--- config.mk ---
export PLATFORM = sky130hd
export DESIGN_NAME = rf_wb_arbiter
export DESIGN_NICKNAME = d
export VERILOG_FILES = /design/src/rtl/rf_wb_arbiter.sv
export SDC_FILE = /design/constraint.sdc
export NUM_CORES = 1
export LEC_CHECK = 0
export CAP_MARGIN = 20
export CORE_ASPECT_RATIO = 1.1
export CORE_MARGIN = 2
export CORE_UTILIZATION = 38
export CTS_BUF_LIST = sky130_fd_sc_hd__clkbuf_4 sky130_fd_sc_hd__clkbuf_8
export DETAILED_ROUTE_END_ITERATION = 16
export HOLD_SLACK_MARGIN = 0.06
export PLACE_DENSITY = 0.83
export SYNTH_ARGS = -nofsm -noshare
export SYNTH_HDL_FRONTEND = slang
export SYNTH_SLANG_ARGS = --single-unit
--- constraint.sdc ---
create_clock -name clk -period 2.21 [get_ports clk]
set_input_delay 0.442 -clock clk [delete_from_list [all_inputs] [get_ports clk]]
set_output_delay 0.442 -clock clk [all_outputs]
set_load 0.02 [all_outputs]
--- src/rtl/rf_wb_arbiter.sv ---
// rf_wb_arbiter: two-requester round-robin write-back arbiter staging one register-file write per cycle,
// with a forwarding/hazard query port and a saturating conflict counter.
module rf_wb_arbiter #(
   parameter int XLEN = 32,
   parameter int AW   = 5,
   parameter int CW   = 16
) (
   input  logic            clk,
   input  logic            rst_n,
   input  logic            r0_vld,
   input  logic [AW-1:0]   r0_addr,
   input  logic [XLEN-1:0] r0_data,
   output logic            r0_rdy,
   input  logic            r1_vld,
   input  logic [AW-1:0]   r1_addr,
   input  logic [XLEN-1:0] r1_data,
   output logic            r1_rdy,
   output logic            RegWrite,
   output logic [AW-1:0]   a3,
   output logic [XLEN-1:0] wd3,
   input  logic [AW-1:0]   q_addr,
   output logic            q_hit,
   output logic [XLEN-1:0] q_data,
   output logic [CW-1:0]   conflict_cnt
);
   logic            prio;
   logic            both;
   logic            hs;
   logic [AW-1:0]   a_sel;
   logic [XLEN-1:0] d_sel;
   // Grants are masked by rst_n so no handshake can complete while reset is held.
   always_comb begin
      both   = r0_vld & r1_vld;
      r0_rdy = rst_n & r0_vld & (~r1_vld | ~prio);
      r1_rdy = rst_n & r1_vld & (~r0_vld | prio);
      hs     = r0_rdy | r1_rdy;
      a_sel  = r1_rdy ? r1_addr : r0_addr;
      d_sel  = r1_rdy ? r1_data : r0_data;
   end
   always_ff @(posedge clk or negedge rst_n) begin
      if (!rst_n) begin
         RegWrite     <= 1'b0;
         a3           <= '0;
         wd3          <= '0;
         prio         <= 1'b0;
         conflict_cnt <= '0;
      end else begin
         RegWrite <= hs && (a_sel != '0);
         if (hs) begin
            a3  <= a_sel;
            wd3 <= d_sel;
         end
         // On a conflict the winner is prio, so the loser (next priority) is ~prio.
         if (both) prio <= ~prio;
         if (both && (conflict_cnt != {CW{1'b1}})) conflict_cnt <= conflict_cnt + 1'b1;
      end
   end
   assign q_hit  = RegWrite && (a3 == q_addr) && (q_addr != '0);
   assign q_data = wd3;
endmodule
[After elaboration in Yosys (flattened, before gate mapping)]
Cells that the tools add are included.
Word-level totals
  bits in registers: 55
Operators by class
  add/subtract/negate cells: 1
  equality and inequality tests: 2
  mux-type cells: 2
  bitwise gates (word level): 11
  reductions and logical operators: 6
Operators with widths (number)
  $mux 32: 1
  $add 16x1->16 const B: 1
  $ne 16x16->1 const B: 1
  $reduce_bool 5->1: 2
  $and 1x1->1: 5
  $eq 5x5->1: 1
  $mux 5: 1
  $logic_and 1x1->1: 4
  $not 1->1: 3
  $or 1x1->1: 3

[Depth between registers and ports, before layout]
Gate-level depths: netlist (run 1).
  depth in word-level cells: 6
  depth in mapped cells: 6
  depth with buffers taken out: 5

[Least setup slack after synthesis (run 1)]
Ideal clock, no wire load.
  path kind: reg-to-reg
  start: register conflict_cnt[0]
  end: register conflict_cnt[1]
  setup time: 125 ps
  arrival: 1687 ps
  data required time: 2085 ps
  slack: 398 ps
  cell stages (with the launch flop): 6
  cells stage by stage: dfrtp_1 ha_1 nand4_4 o311a_1 buf_6 mux2_4
Between the ends
  cells in the longest elaborated chain, start to end: 2
  elaborated cells on any way between the ends: 3
RTL lines
  start, declared: RTL line 24  | output logic [CW-1:0] conflict_cnt
  start signal, assigned: RTL line 55  | if (both && (conflict_cnt != {CW{1'b1}})) conflict_cnt <= conflict_cnt + 1'b1;
  parallel branches: the longest is 2 deep, another holds $add 16x1->16
Several ways; the timed one is not identified.
A chain may end at the register's enable or synchronous reset.

[Worst setup path in the final report (run 1)]
  start: input r0_vld
  end: output r1_rdy
Between the ends
  cells in the longest elaborated chain, start to end: 3
RTL lines
  start, declared: RTL line 10  | input logic r0_vld,
  $not 1->1: RTL line 35  | r1_rdy = rst_n & r1_vld & (~r0_vld | prio);
  $or 1x1->1: RTL line 35
  $and 1x1->1: RTL line 35
  end, declared: RTL line 17  | output logic r1_rdy,
No other way between the ends.

==> run metrics, run 1 <==
Seq cells post-synth=55; fin worst setup slack=0.07281 ns; Worst setup EP type=primary output; Slew Limit Fails=0; final cycle utilization of the critical path=96.71%; htree depth=2; clk slew on worst S/H paths=0.09 ns; IO Count=172; Worst setup SP type=input port; most common cell after layout, fill and taps aside=clkdlybuf4s50_1; Clock Path Buffers=2; Clock Power Share=17.8%; Avg Cell Area, Syn=9.578 sq um; fraction of layout cells with a size suffix above 1=8.238%; Final setup viols=0; main flop type after synthesis=dfrtp_1; WS Path Type=input port to primary output; Worst Max-Slew Pin Slew=0.5471 ns; Post-Syn Nets=368; die height=92.74 um; maxcap violations=0; synth unique cells=36; post-synthesis sequential area ratio=50.60%; Initial DRC Count=59; GPL Wtd Cong=0.8314; full die area=0.007852 sq mm; Static Leak=0.001890 uW; total congestion overflow=0; min-delay worst type=input port to async pin; total track usage=21.14%; Comb pwr share=45.0%; Period minus WS final=2.137 ns; max_slew headroom=63.28%; WP buf/inv=4; Layout Cells excl Fill=522; Place WS=-0.4448 ns; placed cells=513; power per cell area=843.9 mW/mm^2; ANT cells=0; first-pass GRT wire length=13280 um; slowest cell on the critical path=clkdlybuf4s50_1; Initial Util=39.04%; most frequent cells in the layout=166 x clkdlybuf4s50_1, 69 x nor2_1, 55 x dfrtp_1; Post-synth EDFFs=0; Fillers=584; CTS Buf Count=5; vias in the first global route=2660; Avg WL per Cell=16.15 um; TritonCTS clock tree=done; Die X=84.67 um; status=finished, final reports clean; RSZ-0062 raised after global routing=false; num rows=32; Layout Skew=0.006265 ns; largest net degree at the start of global routing=40; final net count=520; Clock Tree Root=clkbuf_8; synth warn=0; Internal=2451 uW; Hold Vio Cnt, Final=0; cells after synthesis=284; Synth async-reset ratio=100.0%; CP top delay family=buffers and inverters; final WL=8431 um; WP data required=1.77 ns; Flop pwr share=37.3%; CP dominant cell by count=inv_1; Skew-Pair Late Insertion Delay=0.30 ns; final core utilization=64.64%; via count=2597; largest fanout on the critical path=4; Critical Path Max Stage Delay=0.52 ns; Arrival @ worst endpoint=1.70 ns; Synth Cell Area=0.002720 sq mm; CTS Sinks=55; Tot Pwr=3800 uW; hpwl dp=6563 um; initial antenna violation count=0; worst-path cell chain=clkdlybuf4s50_1 -> inv_1 -> o211ai_1 -> inv_1 -> dlygate4sd2_1; Vias per Instance=4.975; Syn-to-layout area delta=65.55%; Max Freq=0.4679 GHz; PortBufs=171; Worst VDD drop=532.4 uV; switching power=1350 uW; DRC=0; iteration count of the initial detailed-routing pass=4; core area=0.006967 sq mm; Post-DRT Antenna Nets=0; post-CTS setup buffer count=0; Sw Share=35.51%
[area by class of cell]
type | instances | area [sq um] | share of cell area (%)
multi-input cells | 180 | 1042 | 23.15
repair buffers | 189 | 1842 | 40.90
clock buffers | 6 | 82.58 | 1.834
flip-flops and latches | 55 | 1376 | 30.56
inverters | 5 | 18.77 | 0.4168
well taps | 85 | 106.4 | 2.362
clock inverters | 2 | 35.03 | 0.7780
[worst paths after layout]
| kind | cells past startpoint | from | endpoint | slack (ns) |
|---|---|---|---|---|
| min in group clk | 1 | conflict_cnt[5]$_DFFE_PN0P_ | conflict_cnt[5]$_DFFE_PN0P_ | 0.52 |
| worst min-delay path | 2 | rst_n | conflict_cnt[9]$_DFFE_PN0P_ | 0.15 |
| worst max-delay path | 5 | r0_vld | r1_rdy | 0.07 |
| worst max register to register | 5 | conflict_cnt[0]$_DFFE_PN0P_ | conflict_cnt[1]$_DFFE_PN0P_ | 0.37 |
| max in group asynchronous | 3 | rst_n | q_data[27]$_DFFE_PN0P_ | 1.33 |
| worst min register to register | 1 | conflict_cnt[5]$_DFFE_PN0P_ | conflict_cnt[5]$_DFFE_PN0P_ | 0.52 |
[routing by layer]
| layer | GRT usage [%] | wire length, um |
|---|---|---|
| met1 | 24.66 | 3372 |
| met2 | 39.76 | 4554 |
| met3 | 4.278 | 393 |
| met4 | 4.497 | 110 |
| met5 | 0 | 0 |
[timing repair]
action                     CTS  global route
hold buffers                 1             0
setup endpoints to repair    3             1
cloned                       0             0
gates resized for setup      6             4
pin swaps                    1             3
hold endpoints to repair     3             0
[power groups by stage]
stage          Clock, uW  Combinational, uW  Sequential [uW]
2_1_floorplan          0                695             1650
3_3_place_gp           0               1680             1420
3_5_place_dp           0               1720             1430
4_1_cts              703               1720             1420
5_1_grt              736               1810             1450
6_report             675               1710             1420
[synthesized netlist by cell type (5+ instances only)]
cell type,number,area share [%]
dfrtp_1,55,51
inv_1,5,0.69
nor2_1,69,9.5
o22ai_1,32,7.4
clkbuf_1,10,1.4
nand2_1,9,1.2
xnor2_1,12,3.9
nor3_1,5,0.92
nand3_1,10,1.8
buf_4,32,8.8
o21ai_0,5,0.92
[stage by stage]
step / TNS (ns) / instance area (sq um) / hold WS, ns
2_1_floorplan: 0 / 2720 / 0.1464
3_3_place_gp: -0.5530 / 4367 / 0.2668
3_5_place_dp: -0.6333 / 4367 / 0.2693
4_1_cts: 0 / 4487 / 0.1517
5_1_grt: 0 / 4503 / 0.1624
6_report: 0 / 4503 / 0.1540
[state kept, by name, summed over array words and instances (netlist names)]
signal	cells
q_data	32
conflict_cnt	16
a3	5
RegWrite	1
prio	1
[kinds of logic (layout without fill, tap and decap cells)]
group	Yosys count	count (layout)	synth area share, %
flip-flops	55	55	50.60
multiplexers	7	7	2.852
AO/OA/AOI/OAI	47	47	11.13
adder cells (fa/ha/maj)	1	1	0.4599
AND/OR/NAND/NOR	109	109	18.31
buffers and inverters	49	202	11.50
XOR/XNOR	16	16	5.152
Power figures use the tool's default switching activity.
==> run 2, diff against run 1 <==
--- a/config.mk
+++ b/config.mk
@@ -6,7 +6,7 @@
 export NUM_CORES = 1
 export LEC_CHECK = 0
 export CAP_MARGIN = 20
-export CORE_ASPECT_RATIO = 1.1
+export CORE_ASPECT_RATIO = 0.5
 export CORE_MARGIN = 2
 export CORE_UTILIZATION = 38
 export CTS_BUF_LIST = sky130_fd_sc_hd__clkbuf_4 sky130_fd_sc_hd__clkbuf_8
==> run metrics, run 2 (same netlist as run 1, synthesis figures left out) <==
Worst VDD drop=642.3 uV; most common cell after layout, fill and taps aside=clkdlybuf4s50_1; ANT cells=0; IO Count=172; min-delay worst type=input port to async pin; via count=2580; status=finished, final reports clean; max reg flops=32; Reg area=0.001376 sq mm; Worst setup EP type=primary output; TritonCTS clock tree=done; setup tns final=0 ns; Slew Limit Fails=0; Avg WL per Cell=15.82 um; die height=63.83 um; PortBufs=171; worst-path cell chain=clkdlybuf4s50_1 -> inv_1 -> o211ai_1 -> inv_1 -> dlygate4sd2_1; Critical Path Max Stage Delay=0.49 ns; Static Leak=0.001868 uW; initial antenna violation count=0; most frequent cells in the layout=166 x clkdlybuf4s50_1, 69 x nor2_1, 55 x dfrtp_1; max_slew headroom=61.86%; Clock Tree Root=clkbuf_8; iteration count of the initial detailed-routing pass=4; Hold Vio Cnt, Final=0; Die X=123.7 um; WS Path Type=input port to primary output; full die area=0.007892 sq mm; RSZ-0062 raised after global routing=false; Layout Skew=0.01202 ns; Worst setup SP type=input port; Skew-Pair Late Insertion Delay=0.31 ns; fraction of layout cells with a size suffix above 1=7.604%; Initial DRC Count=146; CTS Buf Count=5; CP dominant cell by count=inv_1; area of the multi-input gates=0.001036 sq mm; Fillers=552; core area=0.006805 sq mm; Clock Path Buffers=2; Arrival @ worst endpoint=1.65 ns; maxcap violations=0; final WL=8320 um; Post-DRT Antenna Nets=0; largest net degree at the start of global routing=46; total track usage=21.69%; clk slew on worst S/H paths=0.10 ns; slowest cell on the critical path=clkdlybuf4s50_1; Worst R2R Setup Slack=0.36 ns; Initial Util=39.97%; Final setup viols=0; total congestion overflow=0; WP data required=1.77 ns; post-CTS setup buffer count=0; GPL Wtd Cong=0.8474; vias in the first global route=2482; htree depth=2; number of hold buffers added after CTS=0; first-pass GRT wire length=13250 um; Max Freq=0.4788 GHz; hpwl dp=6408 um; final net count=517; DRC=0; num rows=21; CTS Sinks=55; final cycle utilization of the critical path=94.50%; WHS=0.09531 ns; Period minus WS final=2.088 ns; r2r endpoint=conflict_cnt[1]$_DFFE_PN0P_; power per cell area=824.9 mW/mm^2; R2R cell count=5; Syn-to-layout area delta=64.12%; Worst Max-Slew Pin Slew=0.5720 ns; largest fanout on the critical path=2; R2R Path Start=conflict_cnt[0]$_DFFE_PN0P_; Vias per Instance=4.905
==> run 2: changes by cell type in the layout (fill, tap and decap cells not counted), sizes merged <==
cell / before / now
bufinv: 1 / 0
dlygate4sd3: 1 / 0
buf: 19 / 17
clkbuf: 6 / 7
==> run 2: cell type report <==
cell class              instances  share of cell area [%]
clock buffers                   7                   1.878
flip-flops and latches         55                   30.83
inverters                       5                  0.4204
multi-input cells             180                   23.21
repair buffers                186                   40.98
well taps                      92                   2.578
clock inverters                 1                  0.1121
==> run 2: per-stage QoR <==
stage	instances	worst slack (ns)	util [%]	total power, uW	cell area [sq um]
after floorplan	284	0.3976	-	2342	2720
after global placement	518	-0.3581	64.26	3113	4373
after detailed placement	518	-0.4228	64.26	3145	4373
after CTS	526	0.003358	65.55	3712	4461
after global routing	526	0.01015	65.60	3875	4464
final	526	0.1215	65.60	3683	4464
==> run 2: how the worst max path moves through the flow <==
stage | end | cells after the start | slack [ns] | start
global route | q_hit | 6 | 0.01 | a3[0]$_DFFE_PN0P_
floorplan | conflict_cnt[1]$_DFFE_PN0P_ | 5 | 0.40 | conflict_cnt[0]$_DFFE_PN0P_
finish | r1_rdy | 5 | 0.12 | r0_vld
CTS | q_hit | 6 | 0.003 | q_addr[4]
global placement | q_hit | 6 | -0.36 | q_addr[4]
detailed placement | q_hit | 6 | -0.42 | q_addr[4]
==> run 2: per-layer routing <==
metal  global-route usage [%]  up-vias  part of all wire (%)
li1                         -     1247                     -
met1                    28.27     1276                    41
met2                    37.98       53                    54
met3                    4.196        4                   4.0
met4                    3.835        0                  0.61
met5                        0        -                     0
==> run 2: what timing repair did <==
action                                  CTS  global route
cloned                                    0             0
pin swaps                                 1             2
endpoints found under the setup margin    3             1
gates resized for setup                   5             4
==> run 2: critical path, delay by kind of cell <==
| family | cells | cell delay [ns] |
|---|---|---|
| compound gates | 1 | 0.24 |
| buf+inv | 4 | 0.96 |
==> run 2: power breakdown <==
part,switching [uW],internal [uW],leakage [uW],total [uW]
clock network,318,248,0.0000491,566
logic,821,867,0.00118,1690
registers,217,1210,0.000642,1430
total,1360,2330,0.00187,3680
==> run 3, diff against run 2 <==
--- a/config.mk
+++ b/config.mk
@@ -8,11 +8,11 @@
 export CAP_MARGIN = 20
 export CORE_ASPECT_RATIO = 0.5
 export CORE_MARGIN = 2
-export CORE_UTILIZATION = 38
+export CORE_UTILIZATION = 31
 export CTS_BUF_LIST = sky130_fd_sc_hd__clkbuf_4 sky130_fd_sc_hd__clkbuf_8
 export DETAILED_ROUTE_END_ITERATION = 16
 export HOLD_SLACK_MARGIN = 0.06
-export PLACE_DENSITY = 0.83
+export PLACE_DENSITY = 0.7
 export SYNTH_ARGS = -nofsm -noshare
 export SYNTH_HDL_FRONTEND = slang
 export SYNTH_SLANG_ARGS = --single-unit
==> run metrics, run 3 (same netlist as run 1, synthesis figures left out) <==
ANT cells=0; most common cell after layout, fill and taps aside=clkdlybuf4s50_1; WHS=0.1224 ns; Fillers=790; final core utilization=52.13%; Clock Tree Root=clkbuf_8; CTS Sinks=55; Vias per Instance=4.604; Period minus WS final=2.069 ns; largest net degree at the start of global routing=41; htree depth=2; die height=70.24 um; TritonCTS clock tree=done; num rows=24; Hold Vio Cnt, Final=0; DRC=0; Max Freq=0.4833 GHz; IO Count=172; initial antenna violation count=0; total congestion overflow=0; Post-DRT Antenna Nets=0; WP data required=1.77 ns; largest fanout on the critical path=2; core area=0.008618 sq mm; Worst R2R Setup Slack=0.38 ns; iteration count of the initial detailed-routing pass=4; R2R cell count=5; fraction of layout cells with a size suffix above 1=7.834%; RSZ-0062 raised after global routing=false; Place WS=-0.3950 ns; hpwl dp=6447 um; Worst Max-Slew Pin Slew=0.5157 ns; min-delay worst type=input port to async pin; via count=2537; total track usage=16.93%; power per cell area=818.9 mW/mm^2; Static Leak=0.001858 uW; Worst setup EP type=primary output; Skew-Pair Late Insertion Delay=0.30 ns; final cycle utilization of the critical path=93.63%; Worst VDD drop=540.7 uV; PortBufs=171; Clock Path Buffers=2; Syn-to-layout area delta=65.18%; Avg WL per Cell=14.99 um; Slew Limit Fails=0; clk slew on worst S/H paths=0.10 ns; Initial Util=31.56%; most frequent cells in the layout=167 x clkdlybuf4s50_1, 69 x nor2_1, 55 x dfrtp_1; final WL=8257 um; maxcap violations=0; CTS Buf Count=5; Die X=136.5 um; status=finished, final reports clean; final net count=518; GPL Wtd Cong=0.8156; Worst setup SP type=input port; Layout Skew=0.003644 ns; first-pass GRT wire length=12810 um; R2R Path Start=conflict_cnt[2]$_DFFE_PN0P_; Initial DRC Count=101; number of hold buffers added after CTS=0; post-CTS setup buffer count=0; full die area=0.009585 sq mm; r2r endpoint=conflict_cnt[15]$_DFFE_PN0P_; Arrival @ worst endpoint=1.63 ns; max reg flops=32; fin worst setup slack=0.1409 ns; max_slew headroom=65.62%; setup tns final=0 ns; Final setup viols=0; WS Path Type=input port to primary output; Tot Pwr=3679 uW; vias in the first global route=2509
## run 3: cell count changes in the layout (fill, tap and decap cells not counted)
| cell | delta |
|---|---|
| buf_12 | -1 |
| buf_4 | +2 |
| clkbuf_4 | -2 |
| clkbuf_8 | +1 |
| clkdlybuf4s50_1 | +1 |
| dlymetal6s2s_1 | -1 |
| nor4_1 | -1 |
| nor4_2 | +1 |
## run 3: metrics by stage
step           cells  cell area (sq um)
2_1_floorplan    284               2720
3_3_place_gp     544               4399
3_5_place_dp     544               4399
4_1_cts          551               4479
5_1_grt          551               4493
6_report         551               4493
## run 3: worst max-delay path by stage
stage                                              to  slack, ns                         from
after floorplan           conflict_cnt[1]$_DFFE_PN0P_       0.40  conflict_cnt[0]$_DFFE_PN0P_
after global placement                          q_hit      -0.37                    q_addr[4]
after detailed placement                        q_hit      -0.39                    q_addr[4]
after CTS                                       q_hit       0.05                    q_addr[4]
after global routing                           r1_rdy       0.06                       r0_vld
final                                          r1_rdy       0.14                       r0_vld
## run 3: cell type report
class                      count  area, sq um  area share (%)
timing repair buffer         187         1822           40.55
sequential                    55         1376           30.63
multi-input combinational    180         1042           23.20
tap                          117        146.4           3.258
clock buffer                   6        82.58           1.838
inverter                       5        18.77          0.4177
clock inverter                 1        5.005          0.1114
## run 3: where the power goes
part           switching [uW]  total (uW)  internal, uW  leakage, uW
sequential                217        1430          1210     0.000642
clock                     323         570           247    0.0000470
combinational             813        1680           867      0.00117
## run 3: timing repair
item / in CTS / in global routing
pin swaps: 0 / 2
setup endpoints to repair: 3 / 1
resized for setup: 6 / 3
## run 3: critical path, cell delays in order
cell and delay [ns]:
clkdlybuf4s50_1 0.48, inv_1 0.04, o211ai_1 0.24, inv_1 0.10, dlygate4sd2_1 0.33
## run 3: per-layer routing
layer	vias to the layer above	wire length, um	GRT usage [%]
met5	-	0	0
li1	1245	-	-
met1	1249	3494	20.62
met2	35	4515	31.94
met3	8	191	2.324
met4	0	55	3.125
